## src/rtl/vector_register_file_if.sv

```systemverilog
// Handshake-free register-file port bundle: decode/writeback drive it (master), the file serves it (slave).
// Read data is registered inside the file; nothing here carries backpressure.
interface vector_register_file_if #(
  parameter int WIDTH = 8,
  parameter int LANES = 4,
  parameter int DEPTH = 8
);
  localparam int ADDR_W = $clog2(DEPTH);

  logic                          clr;
  logic                          we;
  logic                          wmode;
  logic [ADDR_W-1:0]             waddr;
  logic [LANES-1:0]              wmask;
  logic [LANES-1:0][WIDTH-1:0]   wdata;
  logic                          ren_a;
  logic [ADDR_W-1:0]             raddr_a;
  logic [LANES-1:0][WIDTH-1:0]   rdata_a;
  logic                          ren_b;
  logic [ADDR_W-1:0]             raddr_b;
  logic [LANES-1:0][WIDTH-1:0]   rdata_b;

  modport master (
    output clr, we, wmode, waddr, wmask, wdata,
    output ren_a, raddr_a, ren_b, raddr_b,
    input  rdata_a, rdata_b
  );

  modport slave (
    input  clr, we, wmode, waddr, wmask, wdata,
    input  ren_a, raddr_a, ren_b, raddr_b,
    output rdata_a, rdata_b
  );
endinterface

```

## src/rtl/vector_register_file.sv

```systemverilog
// Vector register file: DEPTH x LANES x WIDTH, masked/broadcast write, two write-first registered read ports.
// Write and read latency 1 cycle; always ready, no backpressure.
module vector_register_file #(
  parameter int WIDTH = 8,
  parameter int LANES = 4,
  parameter int DEPTH = 8
) (
  input logic                    clk,
  input logic                    rst,
  vector_register_file_if.slave  rf
);
  typedef logic [LANES-1:0][WIDTH-1:0] vec_t;

  vec_t mem_q [DEPTH];
  vec_t mem_d [DEPTH];
  vec_t rdata_a_q, rdata_a_d;
  vec_t rdata_b_q, rdata_b_d;
  vec_t wr_vec;

  always_comb begin
    wr_vec    = '0;
    mem_d     = mem_q;
    rdata_a_d = rdata_a_q;
    rdata_b_d = rdata_b_q;

    for (int i = 0; i < LANES; i++) begin
      wr_vec[i] = rf.wmode ? rf.wdata[0] : rf.wdata[i];
    end

    if (rf.clr) begin
      for (int r = 0; r < DEPTH; r++) begin
        mem_d[r] = '0;
      end
    end else if (rf.we) begin
      for (int i = 0; i < LANES; i++) begin
        if (rf.wmask[i]) begin
          mem_d[rf.waddr][i] = wr_vec[i];
        end
      end
    end

    // Reading the next-state array gives write-first forwarding and zero-on-clear for free.
    if (rf.ren_a) begin
      rdata_a_d = mem_d[rf.raddr_a];
    end
    if (rf.ren_b) begin
      rdata_b_d = mem_d[rf.raddr_b];
    end
  end

  always_ff @(posedge clk or posedge rst) begin
    if (rst) begin
      for (int r = 0; r < DEPTH; r++) begin
        mem_q[r] <= '0;
      end
      rdata_a_q <= '0;
      rdata_b_q <= '0;
    end else begin
      for (int r = 0; r < DEPTH; r++) begin
        mem_q[r] <= mem_d[r];
      end
      rdata_a_q <= rdata_a_d;
      rdata_b_q <= rdata_b_d;
    end
  end

  assign rf.rdata_a = rdata_a_q;
  assign rf.rdata_b = rdata_b_q;
endmodule
```

## src/flat_wrapper.sv

```systemverilog
// flat-port wrapper written by rule: the top's interface ports become plain ports
module vector_register_file_flat 
#(
  parameter int WIDTH = 8,
  parameter int LANES = 4,
  parameter int DEPTH = 8
)
  (clk, rst, rf_clr, rf_we, rf_wmode, rf_waddr, rf_wmask, rf_wdata, rf_ren_a, rf_raddr_a, rf_ren_b, rf_raddr_b, rf_rdata_a, rf_rdata_b);
  vector_register_file_if #(.WIDTH(WIDTH), .LANES(LANES), .DEPTH(DEPTH)) rf_i ();
  input logic clk;
  input logic rst;
  input wire logic [$bits(rf_i.clr)-1:0] rf_clr;
  input wire logic [$bits(rf_i.we)-1:0] rf_we;
  input wire logic [$bits(rf_i.wmode)-1:0] rf_wmode;
  input wire logic [$bits(rf_i.waddr)-1:0] rf_waddr;
  input wire logic [$bits(rf_i.wmask)-1:0] rf_wmask;
  input wire logic [$bits(rf_i.wdata)-1:0] rf_wdata;
  input wire logic [$bits(rf_i.ren_a)-1:0] rf_ren_a;
  input wire logic [$bits(rf_i.raddr_a)-1:0] rf_raddr_a;
  input wire logic [$bits(rf_i.ren_b)-1:0] rf_ren_b;
  input wire logic [$bits(rf_i.raddr_b)-1:0] rf_raddr_b;
  output wire logic [$bits(rf_i.rdata_a)-1:0] rf_rdata_a;
  output wire logic [$bits(rf_i.rdata_b)-1:0] rf_rdata_b;
  assign rf_i.clr = rf_clr;
  assign rf_i.we = rf_we;
  assign rf_i.wmode = rf_wmode;
  assign rf_i.waddr = rf_waddr;
  assign rf_i.wmask = rf_wmask;
  assign rf_i.wdata = rf_wdata;
  assign rf_i.ren_a = rf_ren_a;
  assign rf_i.raddr_a = rf_raddr_a;
  assign rf_i.ren_b = rf_ren_b;
  assign rf_i.raddr_b = rf_raddr_b;
  assign rf_rdata_a = rf_i.rdata_a;
  assign rf_rdata_b = rf_i.rdata_b;
  vector_register_file #(.WIDTH(WIDTH), .LANES(LANES), .DEPTH(DEPTH)) u_core (.clk(clk), .rst(rst), .rf(rf_i));
endmodule
```

## config.mk

```make
export PLATFORM = sky130hd
export DESIGN_NAME = vector_register_file_flat
export DESIGN_NICKNAME = d
export VERILOG_FILES = /design/src/rtl/vector_register_file_if.sv /design/src/rtl/vector_register_file.sv /design/src/flat_wrapper.sv
export SDC_FILE = /design/constraint.sdc
export NUM_CORES = 1
export LEC_CHECK = 0
export CELL_PAD_IN_SITES_DETAIL_PLACEMENT = 0
export CELL_PAD_IN_SITES_GLOBAL_PLACEMENT = 1
export CORE_UTILIZATION = 30
export CTS_CLUSTER_DIAMETER = 50
export DETAILED_ROUTE_END_ITERATION = 8
export PLACE_DENSITY = 0.6
export RECOVER_POWER = 50
export SLEW_MARGIN = 25
export SYNTH_ARGS = -nofsm -noshare
export SYNTH_HDL_FRONTEND = slang
export SYNTH_SLANG_ARGS = --single-unit
```

## constraint.sdc

```tcl
create_clock -name clk -period 12.43 [get_ports clk]
set_clock_uncertainty 0.05 [all_clocks]
set_input_delay 1.243 -clock clk [delete_from_list [all_inputs] [get_ports clk]]
set_output_delay 1.243 -clock clk [all_outputs]
set_load 0.02 [all_outputs]
```

==> flow_summary.yaml, run 1 <==
placed_design:
  dp_cells: 2713
  hpwlAfterDp_um: 50600
  gp_congestion: 0.875
  place_ws_ns: 7.39
  numPortBuffers: 115
pwr:
  finalPower_mw: 3.03
  pwr_density_cell_nw_per_um2: 141
  p_leak_nw: 8.50
  max-vdd-ir-drop_uv: 88.9
clock_network:
  cts-buffers-inserted: 50
  clock_path_buffers: 3
  holdBufCountCts: 0
  clock_latency_ns: 0.59
  htreeDepth: 2
  path_clk_slew_ns: 0.05
  cts_root_buf: "clkbuf_16"
  cts-resized-gates: 0
  cts_tree: "done"
  cts.sinks: 320
  cts_setup_buffers: 0
routing:
  wirelength_um: 80400
  wl_per_cell_um: 28.7
  ant_nets: 0
  num_vias: 17271
  drt_first_pass_iters: 6
  drt-initial-drc-count: 1607
  drcViolationCount: 0
  via_per_inst: 6.16
logic_synthesis:
  synth_area_per_cell_sq_um: 9.26
  synth_top_flop_cell: "dfrtp_1"
  synth-seq-area-share: 0.440
  ys_warn_count: 0
  synth_fp_nets: 2018
  synth-seq-cells: 320
  async_flop_share: 1.00
  netlist_instances: 1966
  ys_types: 74
  synthesis.area_sq_um: 18200
  synth_edf_count: 0
worst_setup_path:
  worstRegToRegCells: 5
  critPathKind: "primary input to async pin"
  cp.required_ns: 12.99
  cp.arrival_ns: 7.07
  start_kind: "primary input"
  cp_max_fo: 117
  endpoint_kind: "async pin"
floorplan:
  num_rows: 89
  dieWidth_um: 248
  core_sq_um: 59500
  die_h_um: 248
  boundaryPins: 116
  start_util: 0.306
  dieArea_sq_um: 61700
grt:
  grt_pass1_wl_um: 117000
  antenna_found_initial: 4
  grt_max_degree: 127
  grt_overflow: 0
  grt_util_all_layers: 0.258
  grt_pass1_vias: 17120
timing:
  fmax_mhz: 154
  finalCriticalPeriod_ns: 6.51
  worst_pin_slew_ns: 5.91
  hold_viol: 0
  rsz0062_at_grt: "false"
  setup_ws_ns: 5.92
  max_slew_margin: -2.96
  slew_violations: 150
  period_share: 0.524
  finalSetupTns_ns: 0
  finalSetupViolations: 0
hold_path:
  holdPathStages: 2
  hold_class: "flop to flop"
status:
  violations: "max-capacitance violations, max-slew violations"
  status: "finished, violations left"
cells_and_area:
  syn2layout_area_growth_pct: 17.8
  fill_cells: 6041
  final_net_count: 2045
  drive_gt1_frac: 0.106
  fin_cells: 2805
job:
  drv_cap: 2
## metal layers
layer	track usage	up-vias	part of all wire
li1	-	7476	-
met1	0.358	8747	0.44
met2	0.397	879	0.44
met3	0.0503	167	0.083
met4	0.0913	2	0.035
met5	0	-	0.00011
## state kept, by name, summed over array words and instances (netlist names)
signal,count
u_core.rf.rdata_b,32
u_core.rf.rdata_a,32
u_core.mem_q,256
## report_power, final
part	total [mW]	internal (mW)	switching, mW
clock network	1.48	0.923	0.555
logic	0.451	0.138	0.312
registers	1.11	1.08	0.0260
total	3.03	2.14	0.893
## synthesized netlist by cell type (all sizes together) (46+ instances only)
| cell type | count | area (sq um) |
|---|---|---|
| dfrtp | 320 | 8010 |
| nor3 | 87 | 435 |
| o22ai | 99 | 619 |
| clkbuf | 106 | 399 |
| nor2 | 253 | 1010 |
| o211ai | 46 | 345 |
| mux2i | 101 | 1040 |
| nand2 | 56 | 213 |
| o21ai | 102 | 510 |
| buf | 75 | 477 |
| a21oi | 140 | 701 |
| a211oi | 74 | 626 |
| nand3 | 46 | 243 |
| inv | 52 | 195 |
## final cells by class
cell class              instances  area (sq um)  share of cell area
repair buffers                156          1440              0.0670
clock buffers                  60          1390              0.0648
inverters                      52           196             0.00916
well taps                     773           967              0.0451
diodes                          1          2.50            0.000117
flip-flops and latches        320          8010               0.373
clock inverters                30           348              0.0162
multi-input cells            1413          9100               0.424
## worst max-delay path: stages
cell and delay, ns:
dlygate4sd3_1 0.55, clkinvlp_2 3.25, buf_4 1.10, buf_4 0.79
## logic make-up (layout without fill, tap and decap cells)
family / count (synthesis) / count (layout) / share of synthesized area
XOR/XNOR: 2 / 2 / 0.000962
buffers and inverters: 233 / 298 / 0.0588
multiplexers: 126 / 126 / 0.0751
other: 0 / 1 / 0
AO/OA/AOI/OAI: 696 / 696 / 0.267
flip-flops: 320 / 320 / 0.440
AND/OR/NAND/NOR: 589 / 589 / 0.158
## per-stage QoR
step / cell area (sq um) / hold slack [ns] / utilization
floorplan: 18200 / 0.437 / -
global placement: 19700 / 0.440 / 0.332
detailed placement: 19800 / 0.448 / 0.332
CTS: 21500 / 0.458 / 0.362
global route: 21400 / 0.483 / 0.361
finish: 21400 / 0.449 / 0.361
## cells in the final DEF (no fill, tap or decap), types with 9 or more instances in the layout
| cell type | synthesis | routed |
|---|---|---|
| o31ai_1 | 11 | 11 |
| o22a_1 | 14 | 14 |
| nor3_1 | 87 | 87 |
| nor2_2 | 5 | 10 |
| inv_1 | 52 | 51 |
| nand3_1 | 45 | 46 |
| nor2_1 | 242 | 238 |
| and2_1 | 34 | 33 |
| a211oi_2 | 14 | 11 |
| o21ai_0 | 97 | 97 |
| o32ai_1 | 32 | 32 |
| mux2i_2 | 8 | 9 |
| buf_4 | 19 | 36 |
| o32a_1 | 17 | 17 |
| a21boi_0 | 12 | 12 |
| o221ai_1 | 34 | 34 |
| o21a_1 | 22 | 22 |
| a311oi_1 | 18 | 18 |
| nor4_1 | 17 | 17 |
| o22ai_1 | 99 | 99 |
| o2111ai_1 | 22 | 22 |
| nand2_1 | 55 | 55 |
| clkdlybuf4s50_1 | 0 | 42 |
| o211ai_1 | 46 | 46 |
| or3_1 | 10 | 10 |
| nor2b_1 | 17 | 16 |
| clkbuf_16 | 0 | 51 |
| mux2_2 | 19 | 19 |
| or2_2 | 9 | 9 |
| and3_1 | 11 | 11 |
| mux2i_1 | 93 | 92 |
| dfrtp_1 | 320 | 320 |
| clkbuf_8 | 0 | 9 |
| nand2b_1 | 27 | 26 |
| dlygate4sd3_1 | 0 | 66 |
| clkinv_2 | 0 | 10 |
| a21oi_1 | 140 | 140 |
| a211oi_1 | 60 | 63 |
## path summary, 6_finish.rpt
path / end / slack, ns / start
worst max-delay path: u_core.rf.rdata_a[23]$_DFFE_PP0P_ / 5.92 / rst
worst min register to register: u_core.rf.rdata_b[23]$_DFFE_PP0P_ / 0.45 / u_core.rf.rdata_b[23]$_DFFE_PP0P_
worst min-delay path: u_core.rf.rdata_b[23]$_DFFE_PP0P_ / 0.45 / u_core.rf.rdata_b[23]$_DFFE_PP0P_
max in group clk: u_core.rf.rdata_b[9]$_DFFE_PP0P_ / 7.19 / rf_we
worst max register to register: u_core.rf.rdata_b[22]$_DFFE_PP0P_ / 10.73 / u_core.mem_q[22]$_DFF_PP0_
min in group asynchronous: u_core.mem_q[202]$_DFF_PP0_ / 2.91 / rst
(Power assumes the default switching activity.)
==> run 2, diff against run 1 <==
PLACE_DENSITY = 0.62   (was 0.6)
clock period = 5.8 ns   (was 12.43 ns; I/O delays follow)
==> run 2 against run 1 <==
Against the previous run:
- the flow still finishes with violations (max-capacitance violations, max-slew violations)
- register-to-register slack got worse by 6.6 ns
- setup slack lost 3.8 ns
- via count is 0.33% lower
- combinational power is 120% higher
- global-route usage down 0.25 points
- critical path type is now primary input to flop
- critical endpoint is now u_core.rf.rdata_a[10]$_DFFE_PP0P_
==> flow_summary.yaml, run 2 (synthesized netlist as in run 1, its figures left out) <==
status:
  status: "finished, violations left"
  violations: "max-capacitance violations, max-slew violations"
cells_and_area:
  largest_reg_flops: 256
  fin_cells: 2816
  seq_area_sq_um: 8010
  fin_area_sq_um: 21600
  multi_input_area_sq_um: 9150
  drive_gt1_frac: 0.115
  fill_cells: 6057
  layout_commonest_cell: "dfrtp_1"
  final_net_count: 2056
  post-route-util: 0.363
  syn2layout_area_growth_pct: 18.5
  largest_register: "u_core.mem_q"
  final_cell_mix: "320 x dfrtp_1, 238 x nor2_1, 140 x a21oi_1, 99 x o22ai_1, 97 x o21ai_0"
worst_setup_path:
  critical_path_buf_inv_count: 1
  cp_num_cells: 7
  critPathTopFamily: "simple AND/OR/NAND/NOR gates"
  max_stage_delay_ns: 1.04
  endpoint_kind: "flop"
  cp.arrival_ns: 4.07
  cp_max_fo: 18
  start_kind: "primary input"
  cpMostUsedCell: "o22ai_1"
  critPathKind: "primary input to flop"
  crit_chain: "dlygate4sd3_1, nand3_1, nor2_1, a21oi_1, o32a_1, o22ai_1, o22ai_1"
  worstRegToRegCells: 5
  cp.required_ns: 6.20
  cp_slowest_cell: "dlygate4sd3_1"
routing:
  wl_per_cell_um: 28.2
  wirelength_um: 79300
  ant_nets: 0
  drt-initial-drc-count: 1967
  via_per_inst: 6.11
  drt_first_pass_iters: 6
  drcViolationCount: 0
  num_vias: 17214
pwr:
  comb_power_share: 0.152
  pwr_density_cell_nw_per_um2: 300
  max-vdd-ir-drop_uv: 214
  seq_power_share: 0.366
  pwr-share-clk: 0.482
  p_leak_nw: 8.51
  power.switching_mw: 1.92
  p_int_mw: 4.55
  p_sw_frac: 0.297
grt:
  busiest_layer: "met2"
  grt_overflow: 0
  grt_max_degree: 130
  grt_pass1_vias: 17282
  grt_pass1_wl_um: 116000
  grtUsageMet2: 0.396
  use_met1: 0.347
  grt_util_all_layers: 0.255
  antenna_found_initial: 3
  grtUsageMet3: 0.0477
floorplan:
  dieWidth_um: 248
  die_h_um: 248
  dieArea_sq_um: 61700
  core_sq_um: 59500
  num_rows: 89
  boundaryPins: 116
  start_util: 0.306
placed_design:
  hpwlAfterDp_um: 52200
  numPortBuffers: 115
  dpl_cell_area_sq_um: 19900
  dp_cells: 2729
  gp_congestion: 0.886
clock_network:
  path_clk_slew_ns: 0.06
  cts_setup_buffers: 0
  cts_tree: "done"
  cts.sinks: 320
  holdBufCountCts: 0
  cts-resized-gates: 0
  htreeDepth: 2
  cts-buffers-inserted: 46
  cts_root_buf: "clkbuf_16"
  clock_latency_ns: 0.61
  clock_path_buffers: 3
job:
  drv_cap: 3
timing:
  hold_viol: 0
  period_share: 0.634
  max_slew_margin: -0.369
  slew_violations: 130
  worst_pin_slew_ns: 2.05
  finalSetupViolations: 0
  rsz0062_at_grt: "false"
  finalCriticalPeriod_ns: 3.68
  finalSetupTns_ns: 0
  fmax_mhz: 272
hold_path:
  holdPathStages: 2
  hold_class: "flop to flop"
-- run 2: final timing paths --
check	startpoint	endpoint	slack [ns]
max	rf_we	u_core.rf.rdata_a[10]$_DFFE_PP0P_	2.12
min reg2reg	u_core.rf.rdata_b[22]$_DFFE_PP0P_	u_core.rf.rdata_b[22]$_DFFE_PP0P_	0.45
min	u_core.rf.rdata_b[22]$_DFFE_PP0P_	u_core.rf.rdata_b[22]$_DFFE_PP0P_	0.45
max in group asynchronous	rst	u_core.mem_q[116]$_DFF_PP0_	2.24
min in group asynchronous	rst	u_core.rf.rdata_b[5]$_DFFE_PP0P_	0.87
max reg2reg	u_core.mem_q[148]$_DFF_PP0_	u_core.rf.rdata_a[20]$_DFFE_PP0P_	4.10
-- run 2: worst reg2reg max path, stage by stage (launching register included) --
cell	delay (ns)
dfrtp_1	0.33
a21oi_1	0.04
a311oi_1	0.58
o22ai_1	0.18
o31ai_1	0.25
a41o_1	0.20
-- run 2: routing by layer --
metal  vias up  share of wire  wire length (um)
met5         -              0                 0
met1      8626           0.43             34100
met3       180          0.082              6530
met4         0          0.039              3120
met2       908           0.45             35600
li1       7500              -                 -
-- run 2: cell type report --
cell class	instances	share of cell area
repair buffers	171	0.0719
well taps	773	0.0448
inverters	52	0.00910
diodes	1	0.000116
clock buffers	58	0.0605
multi-input cells	1413	0.424
flip-flops and latches	320	0.371
clock inverters	28	0.0188
-- run 2: power by group through the flow --
stage | logic, mW | registers (mW) | clock network (mW)
after CTS | 0.985 | 2.37 | 3.16
after global routing | 1.04 | 2.38 | 3.24
after floorplan | 0.511 | 2.45 | 0
after detailed placement | 0.981 | 2.41 | 0
after global placement | 0.980 | 2.41 | 0
final | 0.984 | 2.37 | 3.12
-- run 2: per-stage QoR --
stage / total power [mW] / hold slack, ns / worst slack [ns]
after detailed placement: 3.39 / 0.432 / 1.62
after global placement: 3.39 / 0.434 / 1.68
after global routing: 6.65 / 0.474 / 1.56
final: 6.47 / 0.448 / 2.12
after CTS: 6.52 / 0.455 / 2.26
after floorplan: 2.96 / 0.437 / 0.903
